[config.mk]
export PLATFORM = sky130hd
export DESIGN_NAME = tone_decoder
export DESIGN_NICKNAME = d
export VERILOG_FILES = /design/src/rtl/tone_decoder_pkg.sv /design/src/rtl/tone_sync_edge.sv /design/src/rtl/tone_decoder.sv
export SDC_FILE = /design/constraint.sdc
export NUM_CORES = 1
export LEC_CHECK = 0
export ABC_AREA = 1
export CORE_MARGIN = 5
export CORE_UTILIZATION = 55
export CTS_BUF_LIST = sky130_fd_sc_hd__clkbuf_4 sky130_fd_sc_hd__clkbuf_8 sky130_fd_sc_hd__clkbuf_16
export CTS_CLUSTER_SIZE = 20
export DETAILED_ROUTE_END_ITERATION = 8
export PLACE_DENSITY_LB_ADDON = 0.3
export SYNTH_ARGS = -nofsm -noshare
export SYNTH_HDL_FRONTEND = slang
export SYNTH_SLANG_ARGS = --single-unit
[constraint.sdc]
create_clock -name clk -period 2.1 [get_ports clk]
set_input_delay 0.42 -clock clk [delete_from_list [all_inputs] [get_ports clk]]
set_output_delay 0.42 -clock clk [all_outputs]
set_load 0.05 [all_outputs]
[src/rtl/tone_decoder_pkg.sv]
// Shared constants, threshold/segment tables and helpers for the tone decoder.
package tone_decoder_pkg;

  localparam int unsigned GATE_MS   = 250;
  localparam int          NUM_NOTES = 12;
  localparam logic [3:0]  NOTE_NONE = 4'hF;
  localparam logic [3:0]  NOTE_INIT = 4'hE;

  // Lower edge-count bound for each semitone C4..B4; HI is the top of B4.
  localparam int LO_TABLE [NUM_NOTES] = '{63, 67, 71, 75, 80, 84, 89, 95, 101, 107, 113, 120};
  localparam int HI = 127;

  // Segments a..g in bits [6:0]; sharps reuse the natural letter's shape.
  localparam logic [6:0] SEG_TABLE [NUM_NOTES] = '{
    7'h39, 7'h39, 7'h5E, 7'h5E, 7'h79, 7'h71, 7'h71, 7'h3D, 7'h3D, 7'h77, 7'h77, 7'h7C
  };
  localparam logic [11:0] SHARP_MASK = 12'b0101_0100_1010;

  typedef enum logic [1:0] {StIdle, StGate, StEval} state_e;

  // Returns {silence, note}.
  function automatic logic [4:0] classify(input int cnt);
    logic [3:0] n;
    n = NOTE_NONE;
    for (int i = 0; i < NUM_NOTES; i++) begin
      if (cnt >= LO_TABLE[i]) n = 4'(i);
    end
    if (cnt > HI) n = NOTE_NONE;
    return {(cnt < LO_TABLE[0]), n};
  endfunction

  function automatic logic [7:0] seg_decode(input logic [3:0] note);
    logic [7:0] led;
    led = 8'h00;
    if (note < 4'd12) led = {SHARP_MASK[note], SEG_TABLE[note]};
    return led;
  endfunction

endpackage

[src/rtl/tone_sync_edge.sv]
// Multi-flop synchronizer for the asynchronous tone input plus rising-edge detector.
module tone_sync_edge #(
  parameter int unsigned SYNC_STAGES = 2
) (
  input  logic clk_i,
  input  logic rst_i,
  input  logic sound_i,
  output logic rise_o
);

  logic [SYNC_STAGES-1:0] sync_q;
  logic                   prev_q;

  always_ff @(posedge clk_i or posedge rst_i) begin
    if (rst_i) begin
      sync_q <= '0;
      prev_q <= 1'b0;
    end else begin
      sync_q[0] <= sound_i;
      for (int i = 1; i < SYNC_STAGES; i++) sync_q[i] <= sync_q[i-1];
      prev_q <= sync_q[SYNC_STAGES-1];
    end
  end

  assign rise_o = sync_q[SYNC_STAGES-1] & ~prev_q;

endmodule

[src/rtl/tone_decoder.sv]
// Gated edge-count tone decoder: counts input edges over a 250 ms gate and maps them to C4..B4.
// Optional STABLE_FILTER_EN: only publish a classification seen on two consecutive gates.
module tone_decoder
  import tone_decoder_pkg::*;
#(
  parameter int unsigned SYNC_STAGES = 2,
  parameter int unsigned CNT_W = 8
) (
  input  logic        clk,
  input  logic        rst,
  input  logic [15:0] ticks_per_milli,
  input  logic        sound_in,
  output logic [3:0]  note,
  output logic        note_valid,
  output logic        silence,
  output logic [7:0]  led
);

  localparam logic [7:0] MS_LAST = 8'(GATE_MS - 1);

  logic             rise;
  state_e           state_q, state_d;
  logic [15:0]      presc_q, presc_d;
  logic [7:0]       ms_q, ms_d;
  logic [CNT_W-1:0] cnt_q, cnt_d;
  logic [3:0]       note_q, note_d;
  logic             valid_q, valid_d;
  logic             sil_q, sil_d;
  logic [15:0]      reload;
  logic             tick;
  logic [4:0]       cls;
`ifdef STABLE_FILTER_EN
  logic [4:0]       cand_q, cand_d;
`endif

  tone_sync_edge #(
    .SYNC_STAGES(SYNC_STAGES)
  ) u_sync_edge (
    .clk_i  (clk),
    .rst_i  (rst),
    .sound_i(sound_in),
    .rise_o (rise)
  );

  assign reload = (ticks_per_milli == 16'd0) ? 16'd0 : ticks_per_milli - 16'd1;
  assign tick   = (presc_q == 16'd0);
  assign cls    = classify(int'(cnt_q));

  always_comb begin
    state_d = state_q;
    presc_d = presc_q;
    ms_d    = ms_q;
    cnt_d   = cnt_q;
    note_d  = note_q;
    valid_d = 1'b0;
    sil_d   = sil_q;
`ifdef STABLE_FILTER_EN
    cand_d  = cand_q;
`endif

    // The ms timebase free-runs through EVAL so every gate period is exactly GATE_MS.
    if (state_q != StIdle) begin
      if (tick) begin
        presc_d = reload;
        ms_d    = (ms_q == MS_LAST) ? 8'd0 : ms_q + 8'd1;
      end else begin
        presc_d = presc_q - 16'd1;
      end
    end

    unique case (state_q)
      StIdle: begin
        presc_d = reload;
        ms_d    = 8'd0;
        cnt_d   = '0;
        state_d = StGate;
      end
      StGate: begin
        if (rise && (cnt_q != {CNT_W{1'b1}})) cnt_d = cnt_q + CNT_W'(1);
        if (tick && (ms_q == MS_LAST)) state_d = StEval;
      end
      StEval: begin
        cnt_d   = '0;
        state_d = StGate;
`ifdef STABLE_FILTER_EN
        cand_d = cls;
        if (cls == cand_q) begin
          note_d  = cls[3:0];
          sil_d   = cls[4];
          valid_d = 1'b1;
        end
`else
        note_d  = cls[3:0];
        sil_d   = cls[4];
        valid_d = 1'b1;
`endif
      end
      default: state_d = StIdle;
    endcase
  end

  always_ff @(posedge clk or posedge rst) begin
    if (rst) begin
      state_q <= StIdle;
      presc_q <= 16'd0;
      ms_q    <= 8'd0;
      cnt_q   <= '0;
      note_q  <= NOTE_NONE;
      valid_q <= 1'b0;
      sil_q   <= 1'b1;
`ifdef STABLE_FILTER_EN
      cand_q  <= {1'b0, NOTE_INIT};
`endif
    end else begin
      state_q <= state_d;
      presc_q <= presc_d;
      ms_q    <= ms_d;
      cnt_q   <= cnt_d;
      note_q  <= note_d;
      valid_q <= valid_d;
      sil_q   <= sil_d;
`ifdef STABLE_FILTER_EN
      cand_q  <= cand_d;
`endif
    end
  end

  assign note       = note_q;
  assign note_valid = valid_q;
  assign silence    = sil_q;
  assign led        = seg_decode(note_q);

endmodule

==> reports/metrics.yaml <==
outcome: "complete, no violations"
syn-num-nets: 405
fin_area_um2: 3597
dp_hpwl_um: 4859
grt_first_pass_wirelength_um: 10490
place_area_um2: 3426
drtIter0Drc: 73
synthCells: 374
dpl.cell_count: 485
yosys.area.top_type: "dfrtp_1"
worst_setup_path_start_kind: "flip-flop"
grt.total_usage: 0.1993
worstSetupPathType: "flip-flop to output port"
cts_tree: "done"
setup_violations: 0
hold_path_class: "flip-flop to flip-flop"
drv_cap: 0
ys_top_cells_by_area: "dfrtp_1 (33%), nand2_1 (8.8%), nor2_1 (7.1%), inv_1 (5.8%), ha_1 (5.2%)"
post-route-min-period_ns: 2.090
ys_seq_area_frac: 0.3772
rsz0062_at_grt: "yes"
slew_headroom: 0.6705
ant_nets: 0
crit_fanout: 5
required_ns: 1.68
cts_root_buf: "clkbuf_8"
antenna_found_initial: 0
synth_edf_count: 0
leakage_nw: 1.649
synthTopCellsByCount: "nand2_1 (67), nor2_1 (54), inv_1 (44), dfrtp_1 (38), nand3_1 (19)"
crit_arrival_ns: 1.67
synth-seq-cells: 43
vias_per_cell: 5.199
vias: 2584
route.detailed.drc: 0
drive_gt1_frac: 0.1710
yosysUniqueCellTypes: 42
grt_remaining_overflow: 0
yosysTopAreaCellShare: 0.3314
core-area_um2: 5075
yosysMostFrequentCell: "nand2_1"
hold_viol: 0
start_util: 0.5653
hold_ws_ns: 0.3507
post_drt_wl_per_cell_um: 12.30
clock-sinks: 43
die_y_um: 82.23
finish.utilization: 0.7088
gp_congestion: 0.9222
synthFlopType: "dfrtp_1"
ir_drop_mv: 0.4331
tightest_slew_ns: 0.4927
syn_to_final_growth_pct: 25.38
grt_pass1_vias: 2481
clk_pin_slew_ns: 0.08
clock_latency_ns: 0.29
grt_max_degree: 26
hold_buffers: 0
fin_nets: 458
finalCritPeriodShare: 0.9951
synth.avg_cell_area_um2: 7.671
cts_buffer_depth: 2
wirelength_um: 6114
finalMaxSlewViolations: 0
io_pins: 33
first_pass_iters: 4
yosysWarnings: 0
fp-row-count: 26
skew_ns: 0.008467
layout.cells.non_filler: 497
synthArstFlopShare: 1.000
die_w_um: 82.23
die_area_um2: 6761
numCtsBuffers: 5
p_per_area_nw_per_um2: 672.2
port_buffers: 32
diodes: 0
h-tree-depth: 2
syn_area_um2: 2869
endpoint_kind: "output port"
timing.fmax_mhz: 478.5
layout by cell type, fill, tap and decap left out, types with 5 or more instances in the layout:
| cell | n |
|---|---|
| dfrtp_1 | 38 |
| xor2_1 | 14 |
| xnor2_1 | 13 |
| nand2_1 | 66 |
| o21ai_1 | 10 |
| clkbuf_8 | 5 |
| buf_4 | 27 |
| nand3_1 | 19 |
| ha_1 | 11 |
| clkdlybuf4s50_1 | 20 |
| nor2_1 | 53 |
| nor3_1 | 10 |
| inv_1 | 42 |
| o22ai_1 | 10 |
| o21ai_0 | 12 |
| a21oi_1 | 14 |
| buf_12 | 5 |
| dfstp_2 | 5 |
worst max-delay path, stage by stage, from the launching register on:
cell and delay [ns]:
dfstp_2 0.59, inv_2 0.06, ha_4 0.27, nor2_2 0.04, nor3_2 0.21, clkbuf_16 0.21
where the power goes:
| part | internal (mW) | leakage [nW] | switching [mW] |
|---|---|---|---|
| logic | 0.300 | 1.07 | 0.375 |
| clock network | 0.361 | 0.0547 | 0.261 |
| registers | 0.972 | 0.528 | 0.149 |
final cells by class:
| cell class | count | area (um^2) |
|---|---|---|
| inverters | 47 | 176.4 |
| flip-flops and latches | 43 | 1082 |
| clock inverters | 1 | 30.03 |
| well taps | 70 | 87.58 |
| repair buffers | 54 | 536.8 |
| clock buffers | 6 | 76.32 |
| multi-input cells | 276 | 1608 |
| fillers | 425 | 1478 |
state kept, by name, summed over array words and instances, names as in the netlist:
| register | flops |
|---|---|
| presc_q | 16 |
| silence | 1 |
| note | 4 |
| state_q | 2 |
| u_sync_edge.sync_q | 2 |
| cnt_q | 8 |
| u_sync_edge.prev_q | 1 |
| ms_q | 8 |
| note_valid | 1 |
cell families (layout without fill, tap and decap cells):
kind of cell / after synthesis / in the layout / synth area share
adder cells (fa/ha/maj): 12 / 12 / 0.05233
XOR/XNOR: 27 / 27 / 0.08243
buffers and inverters: 55 / 108 / 0.07850
AO/OA/AOI/OAI: 66 / 66 / 0.1382
flip-flops: 43 / 43 / 0.3772
AND/OR/NAND/NOR: 171 / 171 / 0.2713
per-layer routing:
layer  vias up  global-route usage  share of wire
li1       1331                   -              -
met1      1189              0.2155           0.41
met2        52              0.3734           0.53
met3        12             0.03905          0.042
met4         0             0.08472          0.017
met5         -                   0              0
worst paths after layout:
kind                                    endpoint                   from  slack, ns  depth (start not counted)
max in group asynchronous                note[1]                    rst       1.31                          3
hold reg to reg            u_sync_edge.sync_q[1]  u_sync_edge.sync_q[0]       0.35                          0
hold / removal             u_sync_edge.sync_q[1]  u_sync_edge.sync_q[0]       0.35                          0
setup / recovery                          led[1]                note[1]       0.01                          5
min in group asynchronous                ms_q[5]                    rst       0.46                          3
setup reg to reg                     presc_q[15]             presc_q[0]       0.19                         10
what timing repair did:
item,4_1_cts,5_1_grt
setup endpoints to repair,2,6
buffers inserted,0,5
gates resized for setup,2,8
pin swaps,1,3
per-stage QoR:
step                      setup slack, ns  TNS (ns)  power (mW)
final                             0.01032         0       2.418
after global routing             -0.07194   -0.1013       2.579
after CTS                         0.03071         0       2.427
after detailed placement          -0.1847   -0.8572       1.803
after global placement            -0.1060   -0.3235       1.769
after floorplan                   -0.1506   -0.1506       1.608
(Power assumes the default switching activity.)
